### config.mk
export PLATFORM = sky130hd
export DESIGN_NAME = rho_lane_sched
export DESIGN_NICKNAME = d
export VERILOG_FILES = /design/src/rtl/rho_lane_sched_pkg.sv /design/src/rtl/rho_lane_sched_feeder.sv /design/src/rtl/rho_lane_sched.sv
export SDC_FILE = /design/constraint.sdc
export NUM_CORES = 1
export LEC_CHECK = 0
export CORE_MARGIN = 2
export CORE_UTILIZATION = 42
export DETAILED_ROUTE_END_ITERATION = 7
export GPL_ROUTABILITY_DRIVEN = 0
export PLACE_DENSITY_LB_ADDON = 0.05
export SLEW_MARGIN = 20
export SYNTH_ARGS = -nofsm -noshare
export SYNTH_HDL_FRONTEND = slang
export SYNTH_SLANG_ARGS = --single-unit
### constraint.sdc
create_clock -name clk -period 2 [get_ports clk]
set_clock_uncertainty 0.2 [all_clocks]
set_input_delay 0.3 -clock clk [delete_from_list [all_inputs] [get_ports clk]]
set_output_delay 0.3 -clock clk [all_outputs]
set_load 0.02 [all_outputs]
### src/rtl/rho_lane_sched_pkg.sv
// Shared encodings and defaults for the two-pass left/right rho lane scheduler.
package rho_lane_sched_pkg;

  localparam int PTS_DEF   = 256;
  localparam int RHO_W_DEF = 28;
  localparam int TMO_DEF   = 1023;

  localparam int XY_W    = 24;
  localparam int PHASE_W = 8;

  localparam int AXIS_X_MSB = 23;
  localparam int AXIS_X_LSB = 12;
  localparam int AXIS_Y_MSB = 11;
  localparam int AXIS_Y_LSB = 0;

  localparam int ERR_TMO = 0;
  localparam int ERR_OVR = 1;

  localparam logic [2:0] ST_IDLE   = 3'd0;
  localparam logic [2:0] ST_FEED_L = 3'd1;
  localparam logic [2:0] ST_WAIT_L = 3'd2;
  localparam logic [2:0] ST_FEED_R = 3'd3;
  localparam logic [2:0] ST_WAIT_R = 3'd4;
  localparam logic [2:0] ST_DONE   = 3'd5;

  typedef enum logic [2:0] {
    IDLE   = ST_IDLE,
    FEED_L = ST_FEED_L,
    WAIT_L = ST_WAIT_L,
    FEED_R = ST_FEED_R,
    WAIT_R = ST_WAIT_R,
    DONE   = ST_DONE
  } state_t;

endpackage

### src/rtl/rho_lane_sched_feeder.sv
// Per-pass point feeder: counts exactly PTS datapath strobes, zero-padding after an early last.
module rho_pass_feeder
  import rho_lane_sched_pkg::*;
#(
  parameter int PTS = PTS_DEF
) (
  input  logic            clk,
  input  logic            rst_n,
  input  logic            active,
  input  logic            pt_vld,
  input  logic [XY_W-1:0] pt_xy,
  input  logic            pt_last,
  output logic            pt_rdy,
  output logic            dp_in_vld,
  output logic [XY_W-1:0] dp_xy,
  output logic            full
);

  localparam int            CW    = $clog2(PTS + 1);
  localparam logic [CW-1:0] PTS_C = CW'(PTS);

  logic [CW-1:0]   cnt;
  logic            pad;
  logic            hs;
  logic            vld_p0;
  logic [XY_W-1:0] dp_xy_p0;

  function automatic logic [CW-1:0] sat_inc(input logic [CW-1:0] v);
    return (v == PTS_C) ? v : v + 1'b1;
  endfunction

  assign full   = (cnt == PTS_C);
  assign pt_rdy = active && !pad && !full;
  assign hs     = pt_vld && pt_rdy;

  // p0: one-cycle registered point strobe towards the datapath
  always_ff @(posedge clk or negedge rst_n) begin
    if (!rst_n) begin
      cnt      <= '0;
      pad      <= 1'b0;
      vld_p0   <= 1'b0;
      dp_xy_p0 <= '0;
    end else if (!active) begin
      cnt    <= '0;
      pad    <= 1'b0;
      vld_p0 <= 1'b0;
    end else if (hs) begin
      vld_p0                             <= 1'b1;
      dp_xy_p0[AXIS_X_MSB:AXIS_X_LSB]    <= pt_xy[AXIS_X_MSB:AXIS_X_LSB];
      dp_xy_p0[AXIS_Y_MSB:AXIS_Y_LSB]    <= pt_xy[AXIS_Y_MSB:AXIS_Y_LSB];
      cnt                                <= sat_inc(cnt);
      // a last on the final slot needs no padding
      if (pt_last && (cnt != PTS_C - 1'b1))
        pad <= 1'b1;
    end else if (pad && !full) begin
      vld_p0   <= 1'b1;
      dp_xy_p0 <= '0;
      cnt      <= sat_inc(cnt);
    end else begin
      vld_p0 <= 1'b0;
    end
  end

  assign dp_in_vld = vld_p0;
  assign dp_xy     = dp_xy_p0;

endmodule

### src/rtl/rho_lane_sched.sv
// Time-shares one rho datapath between left and right ROI streams; one paired lane result per frame.
module rho_lane_sched
  import rho_lane_sched_pkg::*;
#(
  parameter int PTS   = PTS_DEF,
  parameter int RHO_W = RHO_W_DEF,
  parameter int TMO   = TMO_DEF
) (
  input  logic               clk,
  input  logic               rst_n,
  input  logic               frame_start,
  input  logic               l_vld,
  input  logic [XY_W-1:0]    l_xy,
  input  logic               l_last,
  output logic               l_rdy,
  input  logic               r_vld,
  input  logic [XY_W-1:0]    r_xy,
  input  logic               r_last,
  output logic               r_rdy,
  output logic               dp_in_vld,
  output logic [XY_W-1:0]    dp_xy,
  output logic               dp_part,
  input  logic               dp_out_vld,
  input  logic [PHASE_W-1:0] dp_phase,
  input  logic [RHO_W-1:0]   dp_rho,
  output logic               res_vld,
  output logic [PHASE_W-1:0] l_phase,
  output logic [PHASE_W-1:0] r_phase,
  output logic [RHO_W-1:0]   l_rho,
  output logic [RHO_W-1:0]   r_rho,
  output logic               busy,
  output logic [1:0]         err
);

  localparam int            WW    = $clog2(TMO + 1);
  localparam logic [WW-1:0] TMO_C = WW'(TMO);

  state_t          state, nxt;
  logic [WW-1:0]   wcnt;
  logic            feed, side_r, in_wait, tmo_hit, wait_hit, accept;
  logic            f_vld, f_last, f_rdy, f_full;
  logic [XY_W-1:0] f_xy;

  assign feed     = (state == FEED_L) || (state == FEED_R);
  assign side_r   = (state == FEED_R);
  assign in_wait  = (state == WAIT_L) || (state == WAIT_R);
  assign tmo_hit  = in_wait && !dp_out_vld && (wcnt == TMO_C);
  assign wait_hit = dp_out_vld || tmo_hit;
  assign accept   = (state == IDLE) && frame_start;

  assign f_vld  = side_r ? r_vld  : l_vld;
  assign f_xy   = side_r ? r_xy   : l_xy;
  assign f_last = side_r ? r_last : l_last;
  assign l_rdy  = (state == FEED_L) && f_rdy;
  assign r_rdy  = side_r && f_rdy;

  rho_pass_feeder #(.PTS(PTS)) u_feeder (
    .clk       (clk),
    .rst_n     (rst_n),
    .active    (feed),
    .pt_vld    (f_vld),
    .pt_xy     (f_xy),
    .pt_last   (f_last),
    .pt_rdy    (f_rdy),
    .dp_in_vld (dp_in_vld),
    .dp_xy     (dp_xy),
    .full      (f_full)
  );

  always_ff @(posedge clk or negedge rst_n) begin
    if (!rst_n) state <= IDLE;
    else        state <= nxt;
  end

  always_comb begin
    nxt     = state;
    busy    = 1'b1;
    res_vld = 1'b0;
    dp_part = 1'b0;
    unique case (state)
      IDLE: begin
        busy = 1'b0;
        if (frame_start) nxt = FEED_L;
      end
      FEED_L: if (f_full) nxt = WAIT_L;
      WAIT_L: if (wait_hit) nxt = FEED_R;
      FEED_R: begin
        dp_part = 1'b1;
        if (f_full) nxt = WAIT_R;
      end
      WAIT_R: begin
        dp_part = 1'b1;
        if (wait_hit) nxt = DONE;
      end
      DONE: begin
        dp_part = 1'b1;
        res_vld = 1'b1;
        nxt     = IDLE;
      end
      default: nxt = IDLE;
    endcase
  end

  always_ff @(posedge clk or negedge rst_n) begin
    if (!rst_n)                wcnt <= '0;
    else if (in_wait && !wait_hit) wcnt <= wcnt + 1'b1;
    else                       wcnt <= '0;
  end

  // capture stage: a result and a timeout on the same cycle resolve in favour of the result
  always_ff @(posedge clk or negedge rst_n) begin
    if (!rst_n) begin
      l_phase <= '0;
      l_rho   <= '0;
      r_phase <= '0;
      r_rho   <= '0;
      err     <= '0;
    end else begin
      if (accept)
        err <= '0;
      else if (frame_start)
        err[ERR_OVR] <= 1'b1;

      if (state == WAIT_L) begin
        if (dp_out_vld) begin
          l_phase <= dp_phase;
          l_rho   <= dp_rho;
        end else if (tmo_hit) begin
          l_phase      <= '0;
          l_rho        <= '0;
          err[ERR_TMO] <= 1'b1;
        end
      end

      if (state == WAIT_R) begin
        if (dp_out_vld) begin
          r_phase <= dp_phase;
          r_rho   <= dp_rho;
        end else if (tmo_hit) begin
          r_phase      <= '0;
          r_rho        <= '0;
          err[ERR_TMO] <= 1'b1;
        end
      end
    end
  end

endmodule

# Word level (Yosys, flattened, before mapping)
# Index checks and enable logic that the tools add are counted.
[totals]
reg_bits = 122
latchBits = 0
ramBits = 0
romBits = 0
in_bits = 92
output_inout_bits = 104
elab_cells = 96
mem_count = 0
[classes]
add_sub_neg = 2
multipliers = 0
div = 0
magnitude_cmp = 0
eq_ne = 16
n_shift = 0
mux = 38
bitwise = 0
reduce_logical = 28
[op_table]
columns = ["operator", "n"]
rows = [
  ["$mux W24", 3],
  ["$mux W28", 2],
  ["$mux W9", 4],
  ["$mux W1", 20],
  ["$mux W8", 2],
  ["$mux W3", 5],
  ["$pmux W3 S5", 1],
  ["$logic_and A1 B1 Y1", 11],
  ["$add A10 B1 Y10 const B", 1],
  ["$eq A10 B10 Y1 const B", 1],
  ["$mux W10", 1],
  ["$ne A2 B2 Y1 const B", 5],
  ["$add A9 B1 Y9 const B", 1],
  ["$eq A9 B9 Y1 const B", 1],
  ["$ne A9 B8 Y1 const B", 1],
  ["$reduce_and A2 Y1", 4],
  ["$eq A3 B2 Y1 const B", 2],
  ["$eq A3 B3 Y1 const B", 2],
  ["$reduce_bool A2 Y1", 3],
  ["$reduce_and A5 Y1", 1],
  ["$logic_not A1 Y1", 4],
  ["$ne A2 B1 Y1 const B", 2],
  ["$eq A3 B1 Y1 const B", 1],
  ["$logic_not A3 Y1", 1],
  ["3 further kinds", 5],
]

# Depth between registers and ports, before layout
[depth]
depth_word = 10
mapped_depth = 9
depth_no_buf = 6

# Cells and area by module
# Synthesis repeated with hierarchy kept, for this count alone.
[unflattened]
cells_unflattened = 578
area_unflattened_um2 = 6289.8
[by_module_without_submodules]
columns = ["module", "n_inst", "cells_each", "area_per_inst_um2", "seq_area_each_um2"]
rows = [
  ["rho_lane_sched", 1, 460, 4802.1, 2177.1],
  ["rho_pass_feeder", 1, 118, 1487.7, 875.8],
]

# Worst setup path before layout
# OpenSTA, ideal clock, no wires.
[synth_timing]
path_kind = "flip-flop to output port"
from = "register state[2]"
to = "output port r_rdy"
arrival_ns = 1.718
required_time_ns = 1.500
slack_ns = -0.218
stages_incl_launch_ff = 6
n_path_buf = 3
cell_sequence = "dfrtp_1 > buf_4 > nand3b_1 > buf_6 > buf_1 > nor4_1"
[synth_between]
elab_chain_len = 5
[synth_lines]
columns = ["item", "line_no", "source"]
rows = [
  ["from (decl)", "rho_lane_sched.sv:38", "state_t state, nxt;"],
  ["from (signal assigned)", "rho_lane_sched.sv:72", "else state <= nxt;"],
  ["$eq A3 B1 Y1 / $eq A3 B2 Y1 (equally long branches)", "rho_lane_sched.sv:44, rho_lane_sched.sv:45", ""],
  ["$logic_or A1 B1 Y1", "rho_lane_sched.sv:44", "assign feed = (state == FEED_L) || (state == FEED_R);"],
  ["$logic_and A1 B1 Y1 (2 in series)", "rho_lane_sched_feeder.sv:33", "assign pt_rdy = active && !pad && !full;"],
  ["$logic_and A1 B1 Y1 *", "rho_lane_sched.sv:55", "assign r_rdy = side_r && f_rdy;"],
  ["to (decl)", "rho_lane_sched.sv:19", "output logic r_rdy,"],
]
# Mark *: on every way between the ends. The rest lies on a longest branch, timed or not.

# Worst setup path after layout
[layout_timing]
from = "register u_feeder.cnt[0]"
to = "register u_feeder.dp_xy_p0[9], in the netlist u_feeder.dp_xy[9]"
[layout_between]
elab_chain_len = 6
[layout_lines]
columns = ["item", "line_no", "source"]
rows = [
  ["from (decl)", "rho_lane_sched_feeder.sv:22", "logic [CW-1:0] cnt;"],
  ["from (signal assigned)", "rho_lane_sched_feeder.sv:51", "cnt <= sat_inc(cnt);"],
  ["from (signal assigned)", "rho_lane_sched_feeder.sv:58", "cnt <= sat_inc(cnt);"],
  ["$eq A9 B9 Y1 *", "rho_lane_sched_feeder.sv:32", "assign full = (cnt == PTS_C);"],
  ["$logic_not A1 Y1 *", "rho_lane_sched_feeder.sv:33, rho_lane_sched_feeder.sv:55", ""],
  ["$logic_and A1 B1 Y1", "rho_lane_sched_feeder.sv:33", ""],
  ["$logic_and A1 B1 Y1", "rho_lane_sched_feeder.sv:34", "assign hs = pt_vld && pt_rdy;"],
  ["$reduce_bool A2 Y1 (no line)", "--", ""],
  ["$reduce_and A2 Y1 (no line)", "--", ""],
  ["to (signal, indexed assignment)", "rho_lane_sched_feeder.sv:49", "dp_xy_p0[AXIS_X_MSB:AXIS_X_LSB] <= pt_xy[AXIS_X_MSB:AXIS_X_LSB];"],
  ["to (signal, indexed assignment)", "rho_lane_sched_feeder.sv:50", "dp_xy_p0[AXIS_Y_MSB:AXIS_Y_LSB] <= pt_xy[AXIS_Y_MSB:AXIS_Y_LSB];"],
  ["to (decl)", "rho_lane_sched_feeder.sv:26", "logic [XY_W-1:0] dp_xy_p0;"],
]
# Marks and branches as above.
# A chain may end at the register's enable or synchronous reset.

==> run_results.csv <==
group,metric,value,unit
status,status,"finished, violations left",
drt,vias,5377,
run,cap_viol_max_count,0,
power,power_density,652,nW/um2
yosys,synth-seq-cells,122,
yosys,synth-adder-area-share,0.834,%
status,failed_checks,"setup timing",
yosys,yosysTopAreaCellShare,50.9,%
drt,drt_wl_total,16.9,mm
drt,dr.pass1.iters,4,
yosys,yosys.area_share.simple,12.7,%
yosys,synth_area,6000,um2
yosys,yosysWarnings,0,
cts,cts_made_buffers,17,
layout,drive_above_1_share,14.1,%
die,core,13900,um2
yosys,synth_mux_area_share,4.53,%
placed_design,dp.final_hpwl,11.6,mm
cts,clkSinkCount,122,
sta,period_share,109,%
placed_design,dpl_cell_area,8400,um2
die,die_w,124,um
setup_path,r2r_start,"u_feeder.cnt[0]",
setup_path,r2r_setup_slack,-0.17,ns
yosys,synthCells,656,
setup_path,start_kind,"flip-flop",
cts,root_buffer,"clkbuf_16",
cts,cts_max_level,4,
global_route,grt_pass1_wl,25.7,mm
setup_path,critPathKind,"reg -> reg",
yosys,seq_area_frac_synth,50.9,%
placed_design,io_buffers,195,
global_route,grt_max_degree,41,
drt,vias_per_cell,5.03,
drt,dr.first_iter.drc_count,294,
global_route,grt_pass1_vias,5172,
cts,clk_pin_slew,0.05,ns
yosys,yosysUniqueCellTypes,41,
hold_path,hold_path.class,"in -> async",
yosys,synth_compound_area_share,20.6,%
sta,hold_viol,0,
setup_path,critPathMaxFanout,9,
cts,clockBufferDepth,2,
yosys,syn_area_per_cell,9.15,um2
layout,fin_nets,971,
yosys,synth_top_family_by_area,"compound AO/OA/AOI/OAI gates",
drt,drc,0,
layout,fin_area,9290,um2
yosys,synth_flop_cell,"dfrtp_1",
yosys,synth_area_leaders,"dfrtp_1, o21ai_0, a21oi_1, nor2_1, inv_1",
power,leakage,0.00443,uW
layout,ff_latch_area,3050,um2
yosys,synth_enable_flop_cells,0,
setup_path,required,2.14,ns
sta,fmax,460,MHz
yosys,synth_nets,752,
setup_path,end_kind,"flip-flop",
yosys,synth_largest_area_cell,"dfrtp_1",
yosys,synthArstFlopShare,100,%
cts,worst_skew_pair.late_latency,0.41,ns
sta,finalMaxSlewViolations,0,
layout,area_delta_synth_final,54.8,%
setup_path,r2r_end,"u_feeder.dp_xy[9]",
drt,routedWlPerCell,15.8,um
setup_path,cp_data_arrival_time,2.31,ns
die,dieArea,15300,um2
sta,worstMarginPinSlew,0.539,ns
layout,fillers,1109,
die,io_pins,196,
power,ir_drop,434,uV
die,start_util,43.1,%
drt,ant_nets,0,
layout,diodes,0,
die,num_rows,43,
cts,cts_tree,"yes",
sta,period_minus_slack,2.17,ns
sta,rsz0062_at_grt,"yes",
global_route,track_usage,21.7,%
sta,slew_headroom,64.1,%
die,fp.dieH,124,um
yosys,synth_most_common_cell,"dfrtp_1",
global_route,grt.overflow.total,0,
sta,setup_violations,27,
setup_path,reg2reg_depth,8,
yosys,synthTopCellsByCount,"dfrtp_1, nor2_1, o21ai_0",
global_route,antenna_found_initial,0,
power,finalPower,6060,uW
yosys,synth_xor_area_share,1.46,%
sta,fin_ws,-0.172,ns
layout,multi_input_area,2580,um2
==> power breakdown <==
group | internal [uW] | switching [uW] | total, uW
sequential | 2470 | 0.00000000000569 | 2470
clock | 2100 | 1120 | 3220
combinational | 212 | 158 | 370
total | 4790 | 1280 | 6060
==> cell usage in the layout, fill, tap and decap left out, types with 3 or more instances in the layout <==
master / count
clkdlybuf4s50_1: 189
dfrtp_1: 121
nor2_1: 87
o21ai_0: 83
inv_1: 80
a21oi_1: 80
nand2_1: 46
buf_4: 33
mux2i_1: 26
clkbuf_16: 21
o2bb2ai_2: 17
nand3_1: 11
buf_12: 11
xor2_1: 6
o2bb2ai_4: 6
nand4_1: 5
or3_1: 5
clkinv_2: 5
clkinvlp_4: 4
bufinv_16: 4
and4_1: 3
xnor2_1: 3
and3_1: 3
ha_1: 3
==> timing repair <==
item / CTS / global route
pin swaps: 4 / 2
resized for setup: 37 / 12
buffers inserted: 2 / 3
hold buffers: 1 / 0
hold endpoints to repair: 33 / 0
cloned: 0 / 4
endpoints found under the setup margin: 30 / 69
==> per-stage QoR <==
stage / instances / hold WS (ns) / utilization [%] / TNS, ns / setup slack [ns]
finish: 1068 / 0.223 / 66.7 / -3.69 / -0.172
global route: 1068 / 0.269 / 66.7 / -5.12 / -0.226
CTS: 1061 / 0.241 / 65.2 / -2.22 / -0.130
detailed placement: 1026 / 0.118 / 60.2 / -3.71 / -0.274
global placement: 1026 / 0.122 / 60.2 / -2.51 / -0.251
floorplan: 656 / -0.196 / - / -2.02 / -0.107
==> state kept, by name, indices dropped and copies added (netlist names), 2 cells and up <==
register and count:
err 2, l_phase 8, l_rho 28, r_phase 8, r_rho 28, state 3, u_feeder.cnt 9, u_feeder.dp_xy 24
wcnt 10
==> final cells by class <==
cell class / count / share of cell area, %
Clock buffer: 19 / 4.77
Timing Repair Buffer: 242 / 26.9
Multi-Input combinational cell: 410 / 27.8
Sequential cell: 122 / 32.9
Tap cell: 180 / 2.42
Inverter: 82 / 3.31
Clock inverter: 13 / 1.89
==> logic make-up (layout without fill, tap and decap cells) <==
| group | Yosys count | after routing |
|---|---|---|
| buffers and inverters | 124 | 356 |
| AND/OR/NAND/NOR | 174 | 174 |
| multiplexers | 27 | 27 |
| AO/OA/AOI/OAI | 195 | 195 |
| XOR/XNOR | 10 | 10 |
| flip-flops | 122 | 122 |
| adder cells (fa/ha/maj) | 4 | 4 |
==> how the worst max path moves through the flow <==
stage,start,end,slack [ns]
after detailed placement,u_feeder.cnt[0],r_rdy,-0.27
final,u_feeder.cnt[0],u_feeder.dp_xy[9],-0.17
after floorplan,u_feeder.cnt[0],u_feeder.pad,-0.11
after CTS,u_feeder.cnt[0],l_rdy,-0.13
after global placement,u_feeder.cnt[1],r_rdy,-0.25
after global routing,u_feeder.cnt[0],u_feeder.dp_xy[4],-0.23
==> metal layers <==
layer  global-route usage (%)  vias up  wire length, um
met1                     27.2     2557             7120
met4                     6.89        0              213
li1                         -     2625                -
met5                        0        -                0
met2                     35.5      179             8220
met3                     7.15       16             1340
==> worst max-delay path, stage by stage, from the launching register on <==
cell	delay, ns
dfrtp_1	0.36
inv_2	0.06
ha_4	0.14
nor4bb_4	0.14
and2_4	0.16
buf_4	0.15
or4_4	0.53
clkbuf_16	0.22
o2bb2ai_2	0.12
Note: power is estimated with default switching activity, not from simulation.
